==> config.mk <==
export PLATFORM = sky130hd
export DESIGN_NAME = opsel_ctrl
export DESIGN_NICKNAME = d
export VERILOG_FILES = /design/src/rtl/opsel_ctrl.sv
export SDC_FILE = /design/constraint.sdc
export NUM_CORES = 1
export LEC_CHECK = 0
export ABC_CLOCK_PERIOD_IN_PS = 3500
export CORE_MARGIN = 10
export CORE_UTILIZATION = 68
export CTS_CLUSTER_DIAMETER = 80
export DETAILED_ROUTE_END_ITERATION = 6
export DONT_BUFFER_PORTS = 1
export PLACE_DENSITY = 0.84
export SLEW_MARGIN = 10
export SYNTH_ARGS = -nofsm -noshare
export SYNTH_HDL_FRONTEND = slang
export SYNTH_SLANG_ARGS = --single-unit
==> constraint.sdc <==
create_clock -name OPSEL_CTRL_CLK_xi -period 3.5 [get_ports OPSEL_CTRL_CLK_xi]
set_clock_uncertainty 0.15 [all_clocks]
set_input_delay 0.525 -clock OPSEL_CTRL_CLK_xi [delete_from_list [all_inputs] [get_ports OPSEL_CTRL_CLK_xi]]
set_output_delay 0.525 -clock OPSEL_CTRL_CLK_xi [all_outputs]
set_load 0.03 [all_outputs]
==> src/rtl/opsel_ctrl.sv <==
// Operand-select controller: debounced UP/DN/LOAD buttons drive a 3-bit SEL code with a change pulse.
// Optional auto-step input and period counter are built only with OPSEL_CTRL_AUTO_EN defined.

module opsel_ctrl_db #(
   parameter int DB_LIMIT = 1000000,
   parameter int CW       = $clog2(DB_LIMIT + 1)
) (
   input  logic clk_i,
   input  logic rst_ni,
   input  logic lvl_i,
   output logic evt_o
);
   typedef enum logic [1:0] {IDLE, WAIT_PRESS, PRESSED, WAIT_RELEASE} db_st_e;

   localparam logic [CW-1:0] CNT_TC  = CW'(DB_LIMIT - 1);
   localparam logic [CW-1:0] CNT_MAX = '1;

   db_st_e        st_q;
   logic [CW-1:0] cnt_q;
   logic          evt_q;

   // cnt_q counts stable cycles already spent in a WAIT_* state; the DB_LIMIT-th one commits.
   always_ff @(posedge clk_i or negedge rst_ni) begin
      if (!rst_ni) begin
         st_q  <= IDLE;
         cnt_q <= '0;
         evt_q <= 1'b0;
      end else begin
         evt_q <= 1'b0;
         case (st_q)
            IDLE: begin
               cnt_q <= '0;
               if (lvl_i) st_q <= WAIT_PRESS;
            end
            WAIT_PRESS: begin
               if (!lvl_i) begin
                  st_q  <= IDLE;
                  cnt_q <= '0;
               end else if (cnt_q == CNT_TC) begin
                  st_q  <= PRESSED;
                  cnt_q <= '0;
                  evt_q <= 1'b1;
               end else if (cnt_q != CNT_MAX) begin
                  cnt_q <= cnt_q + 1'b1;
               end
            end
            PRESSED: begin
               cnt_q <= '0;
               if (!lvl_i) st_q <= WAIT_RELEASE;
            end
            WAIT_RELEASE: begin
               if (lvl_i) begin
                  st_q  <= PRESSED;
                  cnt_q <= '0;
               end else if (cnt_q == CNT_TC) begin
                  st_q  <= IDLE;
                  cnt_q <= '0;
               end else if (cnt_q != CNT_MAX) begin
                  cnt_q <= cnt_q + 1'b1;
               end
            end
            default: begin
               st_q  <= IDLE;
               cnt_q <= '0;
            end
         endcase
      end
   end

   assign evt_o = evt_q;
endmodule

module opsel_ctrl #(
   parameter int DB_LIMIT    = 1000000,
   parameter int AUTO_PERIOD = 50000000
) (
   input  logic       OPSEL_CTRL_CLK_xi,
   input  logic       OPSEL_CTRL_RST_N_xi,
   input  logic       OPSEL_CTRL_BTN_UP_xi,
   input  logic       OPSEL_CTRL_BTN_DN_xi,
   input  logic       OPSEL_CTRL_LOAD_xi,
   input  logic [2:0] OPSEL_CTRL_SW_xi,
`ifdef OPSEL_CTRL_AUTO_EN
   input  logic       OPSEL_CTRL_AUTO_xi,
`endif
   output logic [2:0] OPSEL_CTRL_SEL_xo,
   output logic       OPSEL_CTRL_CHG_xo
);
   localparam int NBTN = 3;
   localparam int B_UP = 0;
   localparam int B_DN = 1;
   localparam int B_LD = 2;
`ifdef OPSEL_CTRL_AUTO_EN
   localparam int NSYNC = 7;
`else
   localparam int NSYNC = 6;
`endif

   logic             clk, rst_n;
   logic [NSYNC-1:0] raw, sync1_q, sync2_q;
   logic [NBTN-1:0]  btn_s, evt;
   logic [2:0]       sw_s;
   logic [2:0]       sel_q, sel_d;
   logic             chg_q;

   assign clk   = OPSEL_CTRL_CLK_xi;
   assign rst_n = OPSEL_CTRL_RST_N_xi;

`ifdef OPSEL_CTRL_AUTO_EN
   assign raw = {OPSEL_CTRL_AUTO_xi, OPSEL_CTRL_SW_xi, OPSEL_CTRL_LOAD_xi,
                 OPSEL_CTRL_BTN_DN_xi, OPSEL_CTRL_BTN_UP_xi};
`else
   assign raw = {OPSEL_CTRL_SW_xi, OPSEL_CTRL_LOAD_xi,
                 OPSEL_CTRL_BTN_DN_xi, OPSEL_CTRL_BTN_UP_xi};
`endif

   always_ff @(posedge clk or negedge rst_n) begin
      if (!rst_n) begin
         sync1_q <= '0;
         sync2_q <= '0;
      end else begin
         sync1_q <= raw;
         sync2_q <= sync1_q;
      end
   end

   assign btn_s = sync2_q[2:0];
   assign sw_s  = sync2_q[5:3];

   for (genvar g = 0; g < NBTN; g++) begin : g_db
      opsel_ctrl_db #(.DB_LIMIT(DB_LIMIT)) u_db (
         .clk_i  (clk),
         .rst_ni (rst_n),
         .lvl_i  (btn_s[g]),
         .evt_o  (evt[g])
      );
   end

`ifdef OPSEL_CTRL_AUTO_EN
   localparam int ACW = (AUTO_PERIOD > 1) ? $clog2(AUTO_PERIOD) : 1;
   localparam logic [ACW-1:0] AUTO_TC = ACW'(AUTO_PERIOD - 1);

   logic           auto_s, auto_tick;
   logic [ACW-1:0] acnt_q, acnt_d;

   assign auto_s = sync2_q[6];

   // Any button event restarts the auto interval so a manual step is never followed closely by an auto one.
   always_comb begin
      acnt_d    = acnt_q;
      auto_tick = 1'b0;
      if (!auto_s || (|evt)) begin
         acnt_d = '0;
      end else if (acnt_q == AUTO_TC) begin
         acnt_d    = '0;
         auto_tick = 1'b1;
      end else begin
         acnt_d = acnt_q + 1'b1;
      end
   end

   always_ff @(posedge clk or negedge rst_n) begin
      if (!rst_n) acnt_q <= '0;
      else        acnt_q <= acnt_d;
   end
`endif

   always_comb begin
      sel_d = sel_q;
      if (evt[B_LD])
         sel_d = sw_s;
      else if (evt[B_UP] ^ evt[B_DN])
         sel_d = evt[B_UP] ? sel_q + 3'd1 : sel_q - 3'd1;
`ifdef OPSEL_CTRL_AUTO_EN
      else if (auto_tick)
         sel_d = sel_q + 3'd1;
`endif
   end

   always_ff @(posedge clk or negedge rst_n) begin
      if (!rst_n) begin
         sel_q <= 3'b000;
         chg_q <= 1'b0;
      end else begin
         sel_q <= sel_d;
         chg_q <= (sel_d != sel_q);
      end
   end

   assign OPSEL_CTRL_SEL_xo = sel_q;
   assign OPSEL_CTRL_CHG_xo = chg_q;
endmodule
# == After elaboration in Yosys (flattened, before gate mapping) ==
# Index checks and enable logic that the tools add are counted.
# Widths: inputs -> output; s select.
# totals
ff_bits,85
input_bits,8
output_inout_bits,4
elab_cells,104
# op_classes
n_addsub,5
n_eq_ne,28
mux,48
bitwise,1
reduce_logical,9
# op_table
operator,n
$mux 20,12
$pmux 20 s3,3
$add 20x1->20 const B,3
$eq 20x20->1 const B,3
$ne 20x20->1 const B,3
$mux 2,18
$pmux 2 s4,3
$ne 3x2->1 const B,6
$eq 2x2->1 const B,6
$ne 2x2->1 const B,6
$reduce_and 4->1,3
$mux 1,9
$mux 3,3
$eq 2x1->1 const B,3
$logic_not 2->1,3
$reduce_or 2->1,3
$add 3x1->3 const B,1
$ne 3x3->1,1
$sub 3x1->3 const B,1
$xor 1x1->1,1

# == Depth between registers and ports, before layout ==
# Gate-level depths: netlist of the first run.
# logic_depth
ltp_word,5
ltp_mapped,7
ltp_nobuf,6

# == Modules after synthesis ==
# Synthesis of the first run repeated with hierarchy kept, for this count alone.
# unflattened
cells_unflattened,462
area_unflattened_um2,4474.3
# modules_own_cells
mod,instances,cells_per_inst,area_per_inst_um2,seq_area_each_um2
opsel_ctrl_db at g_db[0].u_db ...,2,144,1328.8,575.6
opsel_ctrl_db at g_db[2].u_db,1,136,1258.7,575.6
opsel_ctrl,1,38,558.0,400.4

# == Worst setup path after synthesis of the first run ==
# OpenSTA, ideal clock, no wires.
# synth_timing
kind,register to register
start,register g_db[1].u_db.cnt_q[0]
end,register g_db[1].u_db.cnt_q[11]
setup_time_ns,0.136
arrival_ns,1.804
required_time_ns,3.214
setup_slack_ns,1.409
path_stages_with_launch,6
path_buffers,0
synth_period_minus_slack_ns,2.091
path_cell_list,dfrtp_1 > ha_1 > nand4_1 > nor4_1 > or4_1 > a21oi_1
# synth_via
elab_chain_cells,5
word_cells_on_any_way,8
cone_classes,add/sub: 1; eq/ne: 2; mux: 5
# synth_rtl
item,line_no,text
from (decl),19,logic [CW-1:0] cnt_q;
from (signal assigned),44,cnt_q <= cnt_q + 1'b1;
from (signal assigned),59,cnt_q <= cnt_q + 1'b1;
$add 20x1->20 or $ne 20x20->1 (tied branches),-,
$mux 20,"43, 58",
$mux 20 (*),39,end else if (cnt_q == CNT_TC) begin
$mux 20 (on tied branches),"52, 36",
$pmux 20 s3 (*),30,case (st_q)
# Every way passes the cells marked *; elsewhere a longest branch is shown, timed or not.
# A chain may end at the register's enable or synchronous reset.

# == Final worst setup path of the first run ==
# layout_timing
start,register g_db[1].u_db.cnt_q[0]
end,register g_db[1].u_db.cnt_q[4]
# Same word-level chain as after synthesis.

==> results.md, run 1 <==
Yosys
* number of instances in the synthesized netlist: 461
* nets in the synthesized netlist: 473
* cell area after technology mapping: 4450 sq um
* FF+latch count, synth: 85
* number of enable-type register cells in the synthesized netlist: 0
* per-instance average area after synthesis: 9.65 sq um
* post-synthesis sequential area ratio: 47.8%
* dominant synthesized flop cell: sky130_fd_sc_hd__dfrtp_1
* Synth async-reset ratio: 100%
* Yosys Warn Count: 0
* Cell variety after synth: 51

STA
* achievable frequency: 407 MHz
* final max-slew violation count: 0
* pin slew with the least headroom to its limit: 1050 ps
* accumulated negative setup slack: 0 ps
* Final Hold Violating Endpoints: 0
* headroom to the max-slew limit: 29.2%
* Tcrit/Tclk final: 70.1%
* final hold slack: 32.5 ps
* setup violators final: 0
* RSZ-0062 raised after global routing: no
* post-layout min period: 2450 ps

Die
* die footprint: 10200 sq um
* horizontal die dimension: 101 um
* Die Ht: 101 um
* core area: 6350 sq um
* initial cell density of the core: 70.0%
* number of placement rows: 29
* I/O pin cnt: 12

Drt
* detail-routed via count per cell: 6.76
* first-iteration detailed-routing DRC count: 250
* number of design rule violations left after detail routing: 0
* Pre-antenna DRT Iters: 6
* average wire length per cell after detail routing: 16.7 um
* wirelength, routed: 9.16 mm
* residual antenna-violating net count after detailed routing: 0
* total number of vias: 3702

Layout
* most frequent cells in the layout: 85 x sky130_fd_sc_hd__dfrtp_1, 38 x sky130_fd_sc_hd__a21oi_1, 31 x sky130_fd_sc_hd__nand2_1
* Antenna Cells: 0
* layout cells sized above 1: 7.22%
* area added between synthesis and finish: 6.64%
* net count reported at finish: 478
* most common cell after layout, fill and taps aside: sky130_fd_sc_hd__dfrtp_1
* total of fill cells in the finished design: 458
* Finished Cell Area: 4740 sq um

Placement
* dpl cell area: 4530 sq um
* Detail Placement HPWL: 6.16 mm
* Port-buffer cells: 0
* RD Place Congestion: 0.924

CTS
* latest clock arrival within the worst-skew pair: 360 ps
* Bufs on Longest Clock Path: 2
* number of clock sinks: 85
* total CTS buffers: 9
* maximum level of the CTS H-tree: 3
* CTS tree: done
* clock-pin slew reported for the worst setup and hold paths after clock tree synthesis: 90 ps
* total setup buffers inserted after CTS: 0
* library cell used as clock root buffer: sky130_fd_sc_hd__clkbuf_8

Power
* Static Leak: 1.73 nW
* Power per Cell Area: 356 nW/um^2
* VDD IR max: 0.399 mV

Global route
* number of antenna violations at the first check in global routing: 0
* wire length of the first global-routing pass: 15.7 mm
* via count of the first global-routing pass: 3414
* overall overflow remaining after global route: 0
* maximum number of pins on one net before global-route repair: 86
* aggregate global-route resource usage: 18.8%

Worst setup path
* cell count of the worst reg-to-reg path: 5
* cell-by-cell trace of the critical path: ha_1 > nand4_1 > nor4_2 > nand2_1 > a211oi_1
* startpoint types: flop
* R2R Path Start: g_db[1].u_db.cnt_q[0]
* class of the most critical setup path: flop to flop
* Worst Setup SP: g_db[1].u_db.cnt_q[0]
* endpoint required time on the critical path: 3620 ps
* critical path data arrival time: 2570 ps
* CP Capture Type: flop
* FF-to-FF setup slack: 1050 ps
* Crit Path Max Fanout: 8
* worst reg2reg path endpoint: g_db[1].u_db.cnt_q[4]
* slowest cell on the critical path: sky130_fd_sc_hd__nor4_2
* critical path's largest stage delay: 740 ps

Flow run
* max_cap viols: 0

Worst hold path
* startpoint of the tightest hold check path: OPSEL_CTRL_SW_xi[0]
* worst hold stages: 0
* end point of the worst hold path: sync1_q[3]
* worst min path class: input pin to flop

Status
* status: finished clean

## Yosys cell counts (4+ instances only)
cell type,n,share of area [%]
sky130_fd_sc_hd__and3_1,7,0.98
sky130_fd_sc_hd__o31ai_1,18,3.0
sky130_fd_sc_hd__and4_1,8,1.6
sky130_fd_sc_hd__nor4b_1,4,0.79
sky130_fd_sc_hd__dfrtp_1,85,48
sky130_fd_sc_hd__nand2_1,31,2.6
sky130_fd_sc_hd__nor2_1,21,1.8
sky130_fd_sc_hd__o21ai_0,17,1.9
sky130_fd_sc_hd__mux2i_1,9,2.0
sky130_fd_sc_hd__a31oi_1,12,1.7
sky130_fd_sc_hd__o211ai_1,10,1.7
sky130_fd_sc_hd__nand4_1,15,2.1
sky130_fd_sc_hd__nor3_1,22,2.5
sky130_fd_sc_hd__xnor2_1,7,1.4
sky130_fd_sc_hd__or4_1,19,3.2
sky130_fd_sc_hd__a21oi_1,38,4.3
sky130_fd_sc_hd__or3_1,20,2.8
sky130_fd_sc_hd__inv_1,11,0.93
sky130_fd_sc_hd__nand3_1,29,3.3
sky130_fd_sc_hd__a211oi_1,7,1.2
sky130_fd_sc_hd__clkbuf_1,10,0.84
sky130_fd_sc_hd__nor4_1,10,1.4
## per-stage QoR
| step | std cells | setup slack (ps) | power, mW | utilization [%] |
|---|---|---|---|---|
| finish | 548 | 1050 | 1.69 | 74.7 |
| global route | 548 | 737 | 1.76 | 74.7 |
| CTS | 548 | 1070 | 1.71 | 74.7 |
| detailed placement | 530 | 1090 | 1.06 | 71.3 |
| global placement | 530 | 1200 | 1.05 | 71.3 |
| floorplan | 461 | 1410 | 1.05 | - |
## state kept, by name (all words and copies together), names as in the netlist, named ones only
name	cells
OPSEL_CTRL_CHG_xo	1
OPSEL_CTRL_SEL_xo	3
g_db.u_db.cnt_q	60
g_db.u_db.evt_o	3
g_db.u_db.st_q	3
sync1_q	6
sync2_q	6
## logic make-up after synthesis
| group | Yosys count | synth area share (%) |
|---|---|---|
| AOI/OAI and AO/OA | 113 | 15.7 |
| xor gates and xnor gates | 10 | 1.97 |
| adders and majority gates | 4 | 1.29 |
| buffers and inverters | 24 | 2.08 |
| DFF | 85 | 47.8 |
| muxes | 12 | 2.79 |
| and+or+nand+nor | 213 | 28.3 |
## worst max-delay path by stage
stage | to | cells past startpoint
2_1_floorplan | g_db[1].u_db.cnt_q[11] | 5
3_3_place_gp | g_db[1].u_db.cnt_q[11] | 5
3_5_place_dp | g_db[1].u_db.cnt_q[11] | 5
4_1_cts | g_db[1].u_db.cnt_q[11] | 5
5_1_grt | g_db[1].u_db.cnt_q[13] | 5
6_report | g_db[1].u_db.cnt_q[4] | 5
## critical path, delay by kind of cell, from the launching register on
family,cells,cell delay (ps)
and+or+nand+nor,3,1210
DFF,1,430
adders and majority gates,1,280
AOI/OAI and AO/OA,1,280
## metal layers
layer | wire (um) | vias up | GRT usage [%]
met5 | 0 | - | 0
met2 | 4330 | 107 | 29.1
met1 | 4270 | 1776 | 24.8
met4 | 97 | 0 | 5.98
met3 | 465 | 9 | 5.35
li1 | - | 1810 | -
## where the power goes
group	switching (mW)	total [mW]	leakage (nW)	internal, mW
combinational	0.0405	0.0584	0.502	0.0179
clock	0.369	0.630	0.0751	0.261
sequential	0.00863	1.00	1.15	0.993
total	0.418	1.69	1.73	1.27
## final cells by class
cell class / count / area [sq um] / area share, %
Multi-Input combinational cell: 352 / 2230 / 47.0
Inverter: 11 / 41.3 / 0.871
Tap cell: 77 / 96.3 / 2.03
Clock inverter: 6 / 47.5 / 1.00
Clock buffer: 10 / 128 / 2.69
Timing Repair Buffer: 7 / 75.1 / 1.58
Sequential cell: 85 / 2130 / 44.9
## timing repair
action	4_1_cts	5_1_grt
hold buffers	2	0
gates resized for setup	0	0
endpoints found under the hold margin	85	0
Power figures use the tool's default switching activity.
==> run 2, diff against run 1 <==
- ABC_CLOCK_PERIOD_IN_PS: 3500 -> 2100
- CORE_UTILIZATION: 68 -> 57
- PLACE_DENSITY: 0.84 -> 0.75
- clock period: 3.5 -> 2.1 ns (I/O delays scaled with it)
==> results.md, run 2 (synthesis results as in run 1) <==
Status
* status: finished with violations
* violations in the final reports: negative hold slack

Drt
* detail-routed via count per cell: 6.38
* total number of vias: 3911
* average wire length per cell after detail routing: 16.4 um
* number of design rule violations left after detail routing: 0
* Pre-antenna DRT Iters: 5
* first-iteration detailed-routing DRC count: 257
* residual antenna-violating net count after detailed routing: 0
* wirelength, routed: 10.0 mm

Die
* initial cell density of the core: 58.1%
* Die Ht: 108 um
* I/O pin cnt: 12
* horizontal die dimension: 108 um
* core area: 7650 sq um
* die footprint: 11700 sq um
* number of placement rows: 32

Global route
* maximum number of pins on one net before global-route repair: 86
* aggregate global-route resource usage: 17.5%
* wire length of the first global-routing pass: 17.0 mm
* number of antenna violations at the first check in global routing: 0
* via count of the first global-routing pass: 3655
* overall overflow remaining after global route: 0

CTS
* latest clock arrival within the worst-skew pair: 370 ps
* number of hold buffers added after CTS: 6
* CTS tree: done
* Bufs on Longest Clock Path: 2
* maximum level of the CTS H-tree: 3
* number of clock sinks: 85
* total CTS buffers: 9
* clock-pin slew reported for the worst setup and hold paths after clock tree synthesis: 100 ps
* library cell used as clock root buffer: sky130_fd_sc_hd__clkbuf_8

Worst setup path
* critical path data arrival time: 2190 ps
* CP Capture Type: flop
* endpoint required time on the critical path: 2250 ps
* startpoint types: flop
* Crit Path Max Fanout: 6
* class of the most critical setup path: flop to flop

STA
* setup violators final: 0
* RSZ-0062 raised after global routing: yes
* headroom to the max-slew limit: 57.2%
* Final Hold Violating Endpoints: 85
* post-layout min period: 2040 ps
* pin slew with the least headroom to its limit: 638 ps
* accumulated negative setup slack: 0 ps
* Tcrit/Tclk final: 97.1%
* final hold slack: -525 ps
* PnR worst setup slack: 60.4 ps
* final max-slew violation count: 0
* achievable frequency: 490 MHz

Layout
* net count reported at finish: 518
* Antenna Cells: 0
* final core utilization: 67.6%
* most frequent cells in the layout: 77 x sky130_fd_sc_hd__dfrtp_1, 41 x sky130_fd_sc_hd__buf_4, 37 x sky130_fd_sc_hd__a21oi_1
* final std cells w/o fill: 613
* layout cells sized above 1: 17.4%
* area added between synthesis and finish: 16.3%
* largest registers: g_db.u_db.cnt_q x60, sync1_q x6, sync2_q x6
* register name with the most flops: g_db.u_db.cnt_q
* flip-flop count of the largest register after layout: 60
* total of fill cells in the finished design: 583
* most common cell after layout, fill and taps aside: sky130_fd_sc_hd__dfrtp_1

Placement
* placed cells: 587
* RD Place Congestion: 0.911
* Port-buffer cells: 0
* Detail Placement HPWL: 6.76 mm
* Post-Place Worst Slack: 32.8 ps

Power
* Power per Cell Area: 578 nW/um^2
* Static Leak: 1.95 nW
* VDD IR max: 0.413 mV

Flow run
* max_cap viols: 0

Worst hold path
* worst min path class: input pin to asynchronous set/reset pin

[run 2: metal layers]
layer | global-route usage (%) | share of wire (%) | vias to the layer above
met5 | 0 | 0 | -
met4 | 5.18 | 1.3 | 0
met3 | 4.34 | 4.3 | 18
met2 | 28.9 | 50 | 91
met1 | 22.3 | 44 | 1924
li1 | - | - | 1878
[run 2: final cells by class]
class | instances | area, sq um | share of cell area [%]
tap | 102 | 128 | 2.47
clock inverter | 7 | 86.3 | 1.67
sequential | 85 | 2140 | 41.3
multi-input combinational | 352 | 2290 | 44.2
clock buffer | 9 | 124 | 2.40
timing repair buffer | 47 | 368 | 7.12
inverter | 11 | 41.3 | 0.799
[run 2: final timing paths]
path	start	endpoint	slack, ps	cells past startpoint
setup / recovery	g_db[2].u_db.cnt_q[2]	g_db[2].u_db.cnt_q[19]	60	4
hold / removal	OPSEL_CTRL_RST_N_xi	g_db[2].u_db.cnt_q[19]	-520	0
setup reg to reg	g_db[2].u_db.cnt_q[2]	g_db[2].u_db.cnt_q[19]	60	4
hold reg to reg	sync1_q[3]	sync2_q[3]	200	0
max in group asynchronous	OPSEL_CTRL_RST_N_xi	g_db[1].u_db.cnt_q[10]	2180	0
min in group OPSEL_CTRL_CLK_xi	sync1_q[3]	sync2_q[3]	200	0
[run 2: per-stage QoR]
stage	total power [mW]	instance area, sq um
2_1_floorplan	1.74	4450
3_3_place_gp	1.76	4800
6_report	2.99	5170
4_1_cts	3.02	5070
3_5_place_dp	1.77	4800
5_1_grt	3.10	5170
[run 2: timing repair]
item,CTS,global route
resized for setup,0,22
endpoints found under the setup margin,0,32
setup buffers,0,4
hold endpoints to repair,91,85
[run 2: power by group]
part	switching, mW	internal, mW	total (mW)	leakage, nW
clock network	0.666	0.577	1.24	0.104
registers	0.0124	1.66	1.67	1.14
logic	0.0429	0.0357	0.0786	0.707
total	0.721	2.27	2.99	1.95
[run 2: critical path, cell delays in order (launching register included)]
cell                      delay (ps)
sky130_fd_sc_hd__dfrtp_1         440
sky130_fd_sc_hd__nand4_1         230
sky130_fd_sc_hd__or4_1           630
sky130_fd_sc_hd__or3_1           340
sky130_fd_sc_hd__a31oi_1         180
==> run 3, diff against run 2 <==
- REMOVE_ABC_BUFFERS: not set -> 1
==> results.md, run 3 (synthesis results as in run 1) <==
Placement
* Post-Place Worst Slack: 15.7 ps
* Port-buffer cells: 0
* placed cells: 585
* RD Place Congestion: 0.878
* Detail Placement HPWL: 6.88 mm

Die
* number of placement rows: 32
* core area: 7650 sq um
* horizontal die dimension: 108 um
* initial cell density of the core: 58.1%
* Die Ht: 108 um
* I/O pin cnt: 12
* die footprint: 11700 sq um

Layout
* most frequent cells in the layout: 78 x sky130_fd_sc_hd__dfrtp_1, 42 x sky130_fd_sc_hd__buf_4, 38 x sky130_fd_sc_hd__a21oi_1
* area added between synthesis and finish: 16.0%
* largest registers: g_db.u_db.cnt_q x60, sync1_q x6, sync2_q x6
* final std cells w/o fill: 614
* total of fill cells in the finished design: 593
* flip-flop count of the largest register after layout: 60
* net count reported at finish: 519
* most common cell after layout, fill and taps aside: sky130_fd_sc_hd__dfrtp_1
* Antenna Cells: 0
* layout cells sized above 1: 16.8%
* register name with the most flops: g_db.u_db.cnt_q

Global route
* overall overflow remaining after global route: 0
* number of antenna violations at the first check in global routing: 0
* maximum number of pins on one net before global-route repair: 86
* via count of the first global-routing pass: 3738
* wire length of the first global-routing pass: 17.4 mm
* aggregate global-route resource usage: 17.8%

Power
* power dissipated by switching net loads: 727 uW
* clock group share of total power: 39.5%
* internal portion of total power: 2.16 mW
* Power per Cell Area: 559 nW/um^2
* power share of the sequential group: 57.9%
* Static Leak: 1.95 nW
* VDD IR max: 0.451 mV
* switching power share of the total: 25.2%
* Logic pwr share: 2.6%
* overall power consumption: 2.88 mW

CTS
* clock-pin slew reported for the worst setup and hold paths after clock tree synthesis: 100 ps
* library cell used as clock root buffer: sky130_fd_sc_hd__clkbuf_8
* number of hold buffers added after CTS: 6
* Bufs on Longest Clock Path: 2
* total CTS buffers: 9
* maximum level of the CTS H-tree: 3
* CTS tree: done
* number of clock sinks: 85
* latest clock arrival within the worst-skew pair: 360 ps

Worst setup path
* cell count of the worst reg-to-reg path: 4
* startpoint types: flop
* critical path's largest stage delay: 640 ps
* class of the most critical setup path: flop to flop
* cell-by-cell trace of the critical path: nand4_1 > or4_1 > or3_1 > a31oi_1
* endpoint required time on the critical path: 2230 ps
* CP Capture Type: flop
* critical path data arrival time: 2180 ps
* Crit Path Max Fanout: 5
* slowest cell on the critical path: sky130_fd_sc_hd__or4_1

Drt
* first-iteration detailed-routing DRC count: 285
* Pre-antenna DRT Iters: 7
* number of design rule violations left after detail routing: 0
* wirelength, routed: 10.2 mm
* total number of vias: 3941
* average wire length per cell after detail routing: 16.6 um
* residual antenna-violating net count after detailed routing: 0
* detail-routed via count per cell: 6.42

STA
* PnR worst setup slack: 57.2 ps
* accumulated negative setup slack: 0 ps
* post-layout min period: 2040 ps
* setup violators final: 0
* Final Hold Violating Endpoints: 85
* final hold slack: -512 ps
* achievable frequency: 490 MHz
* final max-slew violation count: 0
* pin slew with the least headroom to its limit: 574 ps
* headroom to the max-slew limit: 61.4%
* Tcrit/Tclk final: 97.3%

Flow run
* max_cap viols: 0

Status
* violations in the final reports: negative hold slack
* status: finished with violations

Worst hold path
* worst min path class: input pin to asynchronous set/reset pin

-- run 3: cell count changes in the layout (fill, tap and decap cells not counted), sizes merged --
cell and delta:
clkinv +1, clkinvlp -1, bufinv -1, buf +1, inv +1
-- run 3: critical path, delay by kind of cell, from the launching register on --
kind | cells | cell delay, ps
simple gates | 3 | 1200
flops | 1 | 450
compound gates | 1 | 170
-- run 3: layer usage --
layer / share of wire (%) / wire length, um / GRT usage (%)
met4: 1.2 / 126 / 5.46
met1: 45 / 4590 / 23.2
met3: 4.7 / 482 / 4.34
met2: 49 / 4990 / 28.7
met5: 0 / 0 / 0
-- run 3: final timing paths --
| kind | startpoint | end | slack (ps) |
|---|---|---|---|
| min in group OPSEL_CTRL_CLK_xi | sync1_q[2] | sync2_q[2] | 210 |
| max in group asynchronous | OPSEL_CTRL_RST_N_xi | g_db[1].u_db.cnt_q[8] | 2170 |
| min reg2reg | sync1_q[2] | sync2_q[2] | 210 |
| max | g_db[2].u_db.cnt_q[0] | g_db[2].u_db.cnt_q[19] | 60 |
| min | OPSEL_CTRL_RST_N_xi | g_db[2].u_db.cnt_q[8] | -510 |
| max reg2reg | g_db[2].u_db.cnt_q[0] | g_db[2].u_db.cnt_q[19] | 60 |
-- run 3: power by group through the flow --
stage | Sequential, mW | Clock [mW] | Combinational (mW)
floorplan | 1.70 | 0 | 0.0430
global placement | 1.70 | 0 | 0.0623
detailed placement | 1.70 | 0 | 0.0650
CTS | 1.67 | 1.17 | 0.0738
global route | 1.67 | 1.23 | 0.0846
finish | 1.67 | 1.14 | 0.0762
-- run 3: per-stage QoR --
| step | cell area (sq um) | hold slack, ps | util [%] |
|---|---|---|---|
| after floorplan | 4400 | -131 | - |
| after global placement | 4790 | -128 | 62.6 |
| after detailed placement | 4790 | -127 | 62.6 |
| after CTS | 5040 | -527 | 65.9 |
| after global routing | 5160 | -541 | 67.4 |
| final | 5160 | -512 | 67.4 |
-- run 3: cell type report --
type,instances,area [sq um],area share [%]
multi-input cells,352,2280,44.3
flip-flops and latches,85,2140,41.4
clock inverters,7,71.3,1.38
inverters,11,41.3,0.801
well taps,102,128,2.47
repair buffers,48,375,7.28
clock buffers,9,124,2.40
-- run 3: what timing repair did --
action | 4_1_cts | 5_1_grt
buffers inserted | 0 | 7
setup endpoints to repair | 1 | 39
endpoints found under the hold margin | 91 | 85
pin swaps | 0 | 4
resized for setup | 1 | 18
